File: config.mk
export PLATFORM = sky130hd
export DESIGN_NAME = car_sensor_cond
export DESIGN_NICKNAME = d
export VERILOG_FILES = /design/src/rtl/car_sensor_cond.sv
export SDC_FILE = /design/constraint.sdc
export NUM_CORES = 1
export LEC_CHECK = 0
export ABC_AREA = 0
export CAP_MARGIN = 20
export CORE_MARGIN = 10
export CORE_UTILIZATION = 50
export DETAILED_ROUTE_END_ITERATION = 8
export PLACE_DENSITY = 0.76
export SYNTH_ARGS = -nofsm -noshare
export SYNTH_HDL_FRONTEND = slang
export SYNTH_SLANG_ARGS = --single-unit
File: constraint.sdc
create_clock -name clock -period 3.34 [get_ports clock]
set_clock_uncertainty 0.2 [all_clocks]
set_input_delay 0.334 -clock clock [delete_from_list [all_inputs] [get_ports clock]]
set_output_delay 0.334 -clock clock [all_outputs]
set_load 0.05 [all_outputs]
File: src/rtl/car_sensor_cond.sv
// Country-road loop detector conditioning: synchronise, debounce, queue vehicles, drain on GREEN, and raise X.
// Optional pedestrian request term enabled with `define PED_REQ_EN.
module car_sensor_cond #(
    parameter int DEB_CYCLES   = 4,
    parameter int CNT_W        = 4,
    parameter int DRAIN_CYCLES = 8
) (
    input  logic             clock,
    input  logic             clear_n,
    input  logic             raw_sensor,
`ifdef PED_REQ_EN
    input  logic             ped_btn,
`endif
    input  logic [1:0]       cntry,
    output logic             X,
    output logic             present,
    output logic             arrival,
    output logic [CNT_W-1:0] wait_cnt,
    output logic             overflow,
    output logic [1:0]       dbg_state
);

    localparam int DW = $clog2(DEB_CYCLES + 1);
    localparam int TW = $clog2(DRAIN_CYCLES + 1);
    localparam logic [DW-1:0]    DEB_LAST = DW'(DEB_CYCLES - 1);
    localparam logic [TW-1:0]    TMR_LAST = TW'(DRAIN_CYCLES - 1);
    localparam logic [CNT_W-1:0] CNT_MAX  = {CNT_W{1'b1}};
    localparam logic [1:0]       GREEN    = 2'd2;

    typedef enum logic [1:0] {
        ABSENT  = 2'd0,
        ARM_ON  = 2'd1,
        PRESENT = 2'd2,
        ARM_OFF = 2'd3
    } deb_state_t;

    deb_state_t    state;
    logic [DW-1:0] deb_cnt;
    logic [TW-1:0] drain_tmr;
    logic          sync1, s;
    logic          green, drain_dec;

    assign dbg_state = state;
    assign green     = (cntry == GREEN);
    assign drain_dec = green && (wait_cnt != '0) && (drain_tmr == TMR_LAST);

    always_ff @(posedge clock or negedge clear_n) begin
        if (!clear_n) begin
            sync1 <= 1'b0;
            s     <= 1'b0;
        end else begin
            sync1 <= raw_sensor;
            s     <= sync1;
        end
    end

    // Debounce: a level change is accepted only after DEB_CYCLES identical samples.
    always_ff @(posedge clock or negedge clear_n) begin
        if (!clear_n) begin
            state   <= ABSENT;
            deb_cnt <= '0;
            present <= 1'b0;
            arrival <= 1'b0;
        end else begin
            arrival <= 1'b0;
            case (state)
                ABSENT: begin
                    if (s) begin
                        state   <= ARM_ON;
                        deb_cnt <= DW'(1);
                    end
                end
                ARM_ON: begin
                    if (!s) begin
                        state   <= ABSENT;
                        deb_cnt <= '0;
                    end else if (deb_cnt == DEB_LAST) begin
                        state   <= PRESENT;
                        deb_cnt <= '0;
                        present <= 1'b1;
                        arrival <= 1'b1;
                    end else begin
                        deb_cnt <= deb_cnt + DW'(1);
                    end
                end
                PRESENT: begin
                    if (!s) begin
                        state   <= ARM_OFF;
                        deb_cnt <= DW'(1);
                    end
                end
                ARM_OFF: begin
                    if (s) begin
                        state   <= PRESENT;
                        deb_cnt <= '0;
                    end else if (deb_cnt == DEB_LAST) begin
                        state   <= ABSENT;
                        deb_cnt <= '0;
                        present <= 1'b0;
                    end else begin
                        deb_cnt <= deb_cnt + DW'(1);
                    end
                end
                default: begin
                    state   <= ABSENT;
                    deb_cnt <= '0;
                    present <= 1'b0;
                end
            endcase
        end
    end

    // Partial service is discarded whenever GREEN ends or the queue empties.
    always_ff @(posedge clock or negedge clear_n) begin
        if (!clear_n) begin
            drain_tmr <= '0;
        end else if (green && (wait_cnt != '0)) begin
            drain_tmr <= drain_dec ? '0 : drain_tmr + TW'(1);
        end else begin
            drain_tmr <= '0;
        end
    end

    always_ff @(posedge clock or negedge clear_n) begin
        if (!clear_n) begin
            wait_cnt <= '0;
            overflow <= 1'b0;
        end else if (arrival && !drain_dec) begin
            if (wait_cnt == CNT_MAX) overflow <= 1'b1;
            else                     wait_cnt <= wait_cnt + CNT_W'(1);
        end else if (!arrival && drain_dec) begin
            wait_cnt <= wait_cnt - CNT_W'(1);
        end
    end

`ifdef PED_REQ_EN
    logic ped_s1, ped_s2, ped_s3, ped_pend;

    always_ff @(posedge clock or negedge clear_n) begin
        if (!clear_n) begin
            ped_s1   <= 1'b0;
            ped_s2   <= 1'b0;
            ped_s3   <= 1'b0;
            ped_pend <= 1'b0;
        end else begin
            ped_s1 <= ped_btn;
            ped_s2 <= ped_s1;
            ped_s3 <= ped_s2;
            if (green)                 ped_pend <= 1'b0;
            else if (ped_s2 && !ped_s3) ped_pend <= 1'b1;
        end
    end

    assign X = present | (wait_cnt != '0) | ped_pend;
`else
    assign X = present | (wait_cnt != '0);
`endif

endmodule

**Word-level counts from Yosys, hierarchy flattened**

Cells that the tools add are included.

- Bitwise operators: 1
- Equality and inequality tests: 16
- Multiplexer cells: 26
- Reduce and logical (&&, ||, !) cells: 15
- Add/sub/neg operators: 4

Operators by type and width:

| kind | number |
|---|---|
| $mux 4 | 5 |
| $mux 3 | 5 |
| $ne 2x2->1 const B | 7 |
| $mux 2 | 6 |
| $pmux 3 s4 | 1 |
| $add 4x1->4 const B | 2 |
| $pmux 2 s4 | 1 |
| $mux 1 | 7 |
| $eq 2x2->1 const B | 3 |
| $ne 3x3->1 const B | 2 |
| $reduce_and 2->1 | 3 |
| $reduce_and 5->1 | 1 |
| $eq 4x3->1 const B | 1 |
| $eq 4x4->1 const B | 1 |
| $logic_and 1x1->1 | 4 |
| $reduce_and 4->1 | 1 |
| $reduce_bool 2->1 | 2 |
| $reduce_bool 4->1 | 1 |
| $sub 4x1->4 const B | 1 |
| $add 3x1->3 const B | 1 |
| $eq 3x2->1 const B | 1 |
| $eq 2x1->1 const B | 1 |
| $logic_not 1->1 | 2 |
| $logic_not 2->1 | 1 |
| 2 further kinds | 2 |

- Word-level logic and storage cells: 71
- Output and inout port bits: 10
- Flip-flop bits (word level): 18
- Input bits: 5

**Longest topological paths before layout**

Gate-level depths: netlist (run 1).

- Depth after elaboration: 7
- Gate-level depth with buffers: 8
- Mapped depth without buffers: 8

**Least setup slack after synthesis (run 1)**

No wires, ideal clock.

- Path type: flip-flop to flip-flop
- Start: register wait_cnt[0]
- End: register wait_cnt[3]
- Required time: 3057 ps
- Cell stages (with the launch flop): 9
- Path buffers: 0
- Arrival: 2606 ps
- Period minus slack after synthesis: 2888 ps
- Path slack: 452 ps
- Setup time: 83 ps
- Cells stage by stage: dfrtp_1 > nor4_4 > or2_2 > o21ai_1 > ha_1 > and3_1 > or3_1 > mux2i_1 > xor2_1

- Longest elaborated chain between the ends: 7
- Elaborated cells between the ends (all ways): 15
- Classes of those cells: add/sub (2); eq/ne (2); mux (3); reduce/logical (8)

RTL lines:

| item | line | text |
|---|---|---|
| from (decl) | 18 | `output logic [CNT_W-1:0] wait_cnt,` |
| from (signal assigned) | 130 | `else wait_cnt <= wait_cnt + CNT_W'(1);` |
| from (signal assigned) | 132 | `wait_cnt <= wait_cnt - CNT_W'(1);` |
| $reduce_bool 4->1 | 45 | `assign drain_dec = green && (wait_cnt != '0) && (drain_tmr == TMR_LAST);` |
| $logic_and 1x1->1 (2 in a row) | 45 |  |
| $logic_not 1->1 | 128 | `end else if (arrival && !drain_dec) begin` |
| $logic_and 1x1->1 | 128 |  |
| $ne 2x2->1 (no source line) / $reduce_bool 2->1 (equally long branches) | -- |  |
| $reduce_and 2->1 (no source line) | -- |  |

Several ways; a longest one is shown, not always the timed one. The select of a mux whose other input is x is not followed.
A chain may end at the register's enable or synchronous reset.

**Final worst setup path (run 1)**

Ends and elaborated chain as after synthesis.

==> impl_metrics.ini, run 1 <==
[pwr]
comb_power_share_pct = 45.8
clkPwrFrac_pct = 14.7
p_int_mw = 0.4960
seqPwrFrac_pct = 39.4
p_switching_mw = 0.4049
vdd_drop_max_v = 0.0004496
p_total_mw = 0.9009
powerDensity_nw_per_um2 = 815.4
power_leakage_nw = 0.4642
swShare_pct = 44.94

[outcome]
outcome = finished clean

[route]
first_pass_iters = 4
antenna_left = 0
drc = 0
vias_per_cell = 5.198
route.vias.total = 629
detail_route.wl_per_cell_um = 14.60
postRouteWirelength_um = 1767
dr.first_iter.drc_count = 15

[clocking]
cts_tree = built
cts_resized = 0
ctsHoldBuffers = 0
clk_pin_slew_ns = 0.10
cts_setup_buffers = 0
clock-root-buffer = clkbuf_4
clock_sinks = 18
worstSkewPairLatency_ns = 0.29
htree_levels = 1
cts_buffers = 3
cts_buffer_depth = 2

[critical_path]
max_stage_delay_ns = 0.54
crit_type = register to register
worstPathArrival_ns = 2.82
rr_worst_depth = 8
startpoint_type = register
path_delay_family = simple AND/OR/NAND/NOR gates
crit_chain = nor4_4 > or2_2 > o21ai_1 > ha_1 > and3_1 > or3_1 > mux2i_1 > xor2_1
crit_buf_inv = 0
cp_max_fo = 6
reg2reg_slack_ns = 0.55
regToRegEndpoint = wait_cnt[3]
required_ns = 3.36
end_kind = register
r2r-start = wait_cnt[0]
slowest_stage = dfrtp_1

[placed_design]
place.detailed.hpwl_um = 1335
place_ws_ns = 0.2717
portBuffers = 14
placed_area_um2 = 1069
gp_congestion = 0.8267

[sta]
setup_viol_count_final = 0
fin_crit_sh_pct = 83.65
hold_viol = 0
worst_slack_ns = 0.5461
final.setup.tns_ns = 0
hold-worst-slack_ns = 0.1843
tightest_slew_ns = 0.7737
slew_headroom_pct = 48.26
fmax_mhz = 357.9
rsz0062_at_grt = no
layout_min_cycle_time_ns = 2.794
timing.final.max_slew_violations = 0

[final_layout]
fin_area_um2 = 1105
nets = 107
drive_gt1_share_pct = 7.292
syn_to_final_growth_pct = 22.64
diodes = 0

[global_routing]
overflow = 0
antenna_found_initial = 0
grt_pass1_wl_um = 2898
grt_max_degree = 19
grt_pass1_vias = 663
grtUsageTotal_pct = 9.074

[synthesis]
yosys.area.top_type = dfrtp_1
yosysMostFrequentCell = dfrtp_1
synth_area_leaders = dfrtp_1 (50%), mux2i_1 (6.7%), ha_1 (5.6%)
ys_seq_area_share_pct = 50.00
synth_cells = 79
ys_seq_elements = 18
synth_area_um2 = 900.9
synth_common_cells = dfrtp_1 (18), mux2i_1 (6), nand2_1 (6)
synth_area_per_cell_um2 = 11.40
synth_ff_type = dfrtp_1
synthesis.nets = 89
async_flop_share_pct = 100.0
synth-edff-count = 0
yosysTopAreaCellShare_pct = 50.00
synth_warnings = 0
synth_cell_type_count = 33

[worst_hold_path]
hold_depth = 0
hp-class = register to register
min_to = s
min_from = sync1

[flow_run]
cap_violations = 0

[floorplanning]
die_x_um = 62.45
die_y_um = 62.45
initial_utilization_pct = 52.17
dieArea_um2 = 3899
core_um2 = 1727
row_count = 15
io_pins = 15
worst max-delay path by stage:
| stage | cells past startpoint | startpoint | endpoint |
|---|---|---|---|
| floorplan | 8 | wait_cnt[0] | wait_cnt[3] |
| global placement | 9 | cntry[0] | wait_cnt[3] |
| detailed placement | 9 | cntry[0] | wait_cnt[3] |
| CTS | 8 | wait_cnt[0] | wait_cnt[3] |
| global route | 8 | wait_cnt[0] | wait_cnt[3] |
| finish | 8 | wait_cnt[0] | wait_cnt[3] |
layout make-up:
class	instances	area (um^2)
clock buffer	4	36.28
inverter	2	7.507
sequential	18	450.4
tap	25	31.28
multi-input combinational	58	439.2
timing repair buffer	14	140.1
fill	154	621.8
power groups by stage:
stage / Combinational [mW] / Sequential [mW] / Clock [mW]
after floorplan: 0.160 / 0.476 / 0
after global placement: 0.407 / 0.354 / 0
after detailed placement: 0.414 / 0.357 / 0
after CTS: 0.418 / 0.353 / 0.138
after global routing: 0.447 / 0.362 / 0.146
final: 0.413 / 0.355 / 0.133
sequential cells by signal (all words and copies together), names as in the netlist, named ones only:
register,cells
s,1
overflow,1
dbg_state,1
present,1
sync1,1
deb_cnt,3
arrival,1
drain_tmr,4
wait_cnt,4
per-layer routing:
metal	vias to the layer above	global-route usage, %	share of wire, %
li1	309	-	-
met1	304	9.644	45
met2	11	15.51	49
met3	5	2.509	3.8
met4	0	5.587	2.1
met5	-	0	0
cell families (layout without fill, tap and decap cells):
family | Yosys count | after routing | synth area share (%)
flip-flops | 18 | 18 | 50.00
adder cells (fa/ha/maj) | 5 | 5 | 7.778
XOR/XNOR | 6 | 6 | 5.834
AO/OA/AOI/OAI | 13 | 13 | 9.307
buffers and inverters | 3 | 20 | 1.250
multiplexers | 6 | 6 | 6.667
AND/OR/NAND/NOR | 28 | 28 | 19.17
worst reg2reg max path, stage by stage, from the launching register on:
cell and delay (ns):
dfrtp_1 0.54, nor4_4 0.11, or2_2 0.35, o21ai_1 0.31, ha_1 0.33, and3_1 0.22
or3_1 0.34, mux2i_1 0.17, xor2_1 0.16
cell usage in the layout (no fill, tap or decap), types with 2 or more instances in the layout:
cell type / count
clkbuf_4: 3
clkdlybuf4s50_1: 14
dfrtp_1: 18
ha_1: 4
inv_1: 2
mux2i_1: 6
nand2_1: 6
nand2b_1: 2
nand3_1: 2
nor2_1: 5
nor3_1: 2
o21a_1: 2
o21ai_0: 4
xnor2_1: 3
xor2_1: 3
metrics by stage:
stage / util (%) / instances
final: 63.99 / 121
after detailed placement: 61.88 / 117
after global placement: 61.88 / 117
after CTS: 63.99 / 121
after global routing: 63.99 / 121
after floorplan: - / 79
(Power assumes the default switching activity.)
==> run 2, diff against run 1 <==
clock period = 2.65 ns   (was 3.34 ns; I/O delays follow)
==> impl_metrics.ini, run 2 (synthesis results as in run 1) <==
[placed_design]
gp_congestion = 0.7600
place_inst = 121
place.detailed.hpwl_um = 1355
portBuffers = 14

[critical_path]
crit_type = register to register
required_ns = 2.67
crit_start = wait_cnt[1]
reg2reg_slack_ns = 0.13
path_delay_family = simple AND/OR/NAND/NOR gates
worstPathArrival_ns = 2.54
end_kind = register
cp_max_fo = 7
slowest_stage = dfrtp_4
startpoint_type = register
max_stage_delay_ns = 0.54
crit_buf_inv = 0
r2r-start = wait_cnt[1]
crit_chain = nor4_4 > or2_4 > o21ai_4 > ha_1 > and3_1 > or3_1 > mux2i_1 > xor2_1

[final_layout]
biggestRegsByFlops = drain_tmr x4, wait_cnt x4, deb_cnt x3
multi_input_area_um2 = 465.4
fillers = 152
final_cell_mix = dfrtp_1 (14), clkdlybuf4s50_1 (13), nand2_1 (6), mux2i_1 (6)
drive_gt1_share_pct = 18.00
nets = 111
stdcell_count = 125
layout.cells.most_common = dfrtp_1
diodes = 0
fin_util_pct = 67.54
syn_to_final_growth_pct = 29.44
regArea_um2 = 457.9

[global_routing]
use_met2_pct = 16.03
overflow = 0
antenna_found_initial = 0
grt_pass1_vias = 691
grtUsageMet1_pct = 10.28
grtUsageTotal_pct = 9.445
met3_usage_pct = 3.405
grt_max_degree = 19
grt_pass1_wl_um = 3070
grt-busiest-layer = met2

[route]
dr.first_iter.drc_count = 10
route.vias.total = 662
postRouteWirelength_um = 1710
detail_route.wl_per_cell_um = 13.68
first_pass_iters = 2
drc = 0
vias_per_cell = 5.296
antenna_left = 0

[worst_hold_path]
hp-class = register to register
min_from = sync1

[clocking]
ctsHoldBuffers = 0
worstSkewPairLatency_ns = 0.29
htree_levels = 1
cts_tree = built
cts_resized = 0
cts_setup_buffers = 0
clock_sinks = 18
clk_pin_slew_ns = 0.10
cts_buffers = 3
cts_buffer_depth = 2
clock-root-buffer = clkbuf_4

[floorplanning]
core_um2 = 1727
initial_utilization_pct = 52.17
row_count = 15
die_y_um = 62.45
io_pins = 15
die_x_um = 62.45
dieArea_um2 = 3899

[sta]
layout_min_cycle_time_ns = 2.523
rsz0062_at_grt = no
setup_viol_count_final = 0
timing.final.max_slew_violations = 0
hold_viol = 0
tightest_slew_ns = 0.7833
slew_headroom_pct = 47.62
fmax_mhz = 396.4
fin_crit_sh_pct = 95.20

[pwr]
p_int_mw = 0.6559
powerDensity_nw_per_um2 = 995.6
comb_power_share_pct = 46.5
power_leakage_nw = 0.4817
vdd_drop_max_v = 0.0005821
p_switching_mw = 0.5051
swShare_pct = 43.51
seqPwrFrac_pct = 39.2
clkPwrFrac_pct = 14.4

[outcome]
outcome = finished clean

[flow_run]
cap_violations = 0
## run 2: final cells by class
type	instances	share of cell area, %
clock buffers	4	3.112
inverters	2	0.6438
multi-input cells	58	39.91
flip-flops and latches	18	39.27
well taps	25	2.682
repair buffers	18	14.38
## run 2: layer usage
| layer | wire, um | part of all wire, % |
|---|---|---|
| met1 | 713 | 42 |
| met5 | 0 | 0 |
| met4 | 12 | 0.70 |
| met2 | 880 | 51 |
| met3 | 104 | 6.1 |
## run 2: worst register-to-register path, cell delays in order (launching register included)
cell and delay (ns):
dfrtp_4 0.54, nor4_4 0.32, or2_4 0.19, o21ai_4 0.07
ha_1 0.28, and3_1 0.19, or3_1 0.33, mux2i_1 0.18
xor2_1 0.15
## run 2: worst paths after layout
path	end	depth (start not counted)
max	wait_cnt[3]	8
min	s	0
max reg2reg	wait_cnt[3]	8
min reg2reg	s	0
max in group asynchronous	wait_cnt[1]	1
min in group asynchronous	overflow	1
## run 2: metrics by stage
stage                TNS, ns  setup WS (ns)  total power [mW]  hold slack, ns  area, um^2
finish                     0         0.1271             1.161          0.1639        1166
global route               0        0.02244             1.251          0.1719        1166
CTS                        0         0.1067             1.176          0.1666        1166
detailed placement  -0.02325       -0.02325             1.006          0.1386        1130
global placement           0        0.04195            0.9923          0.1410        1130
floorplan                  0        0.01723            0.8236         -0.2306       934.6
## run 2: power groups by stage
stage | logic, mW | registers (mW) | clock network [mW]
after floorplan | 0.211 | 0.613 | 0
after global placement | 0.533 | 0.459 | 0
after detailed placement | 0.545 | 0.461 | 0
after CTS | 0.547 | 0.457 | 0.172
after global routing | 0.591 | 0.473 | 0.188
final | 0.539 | 0.455 | 0.167
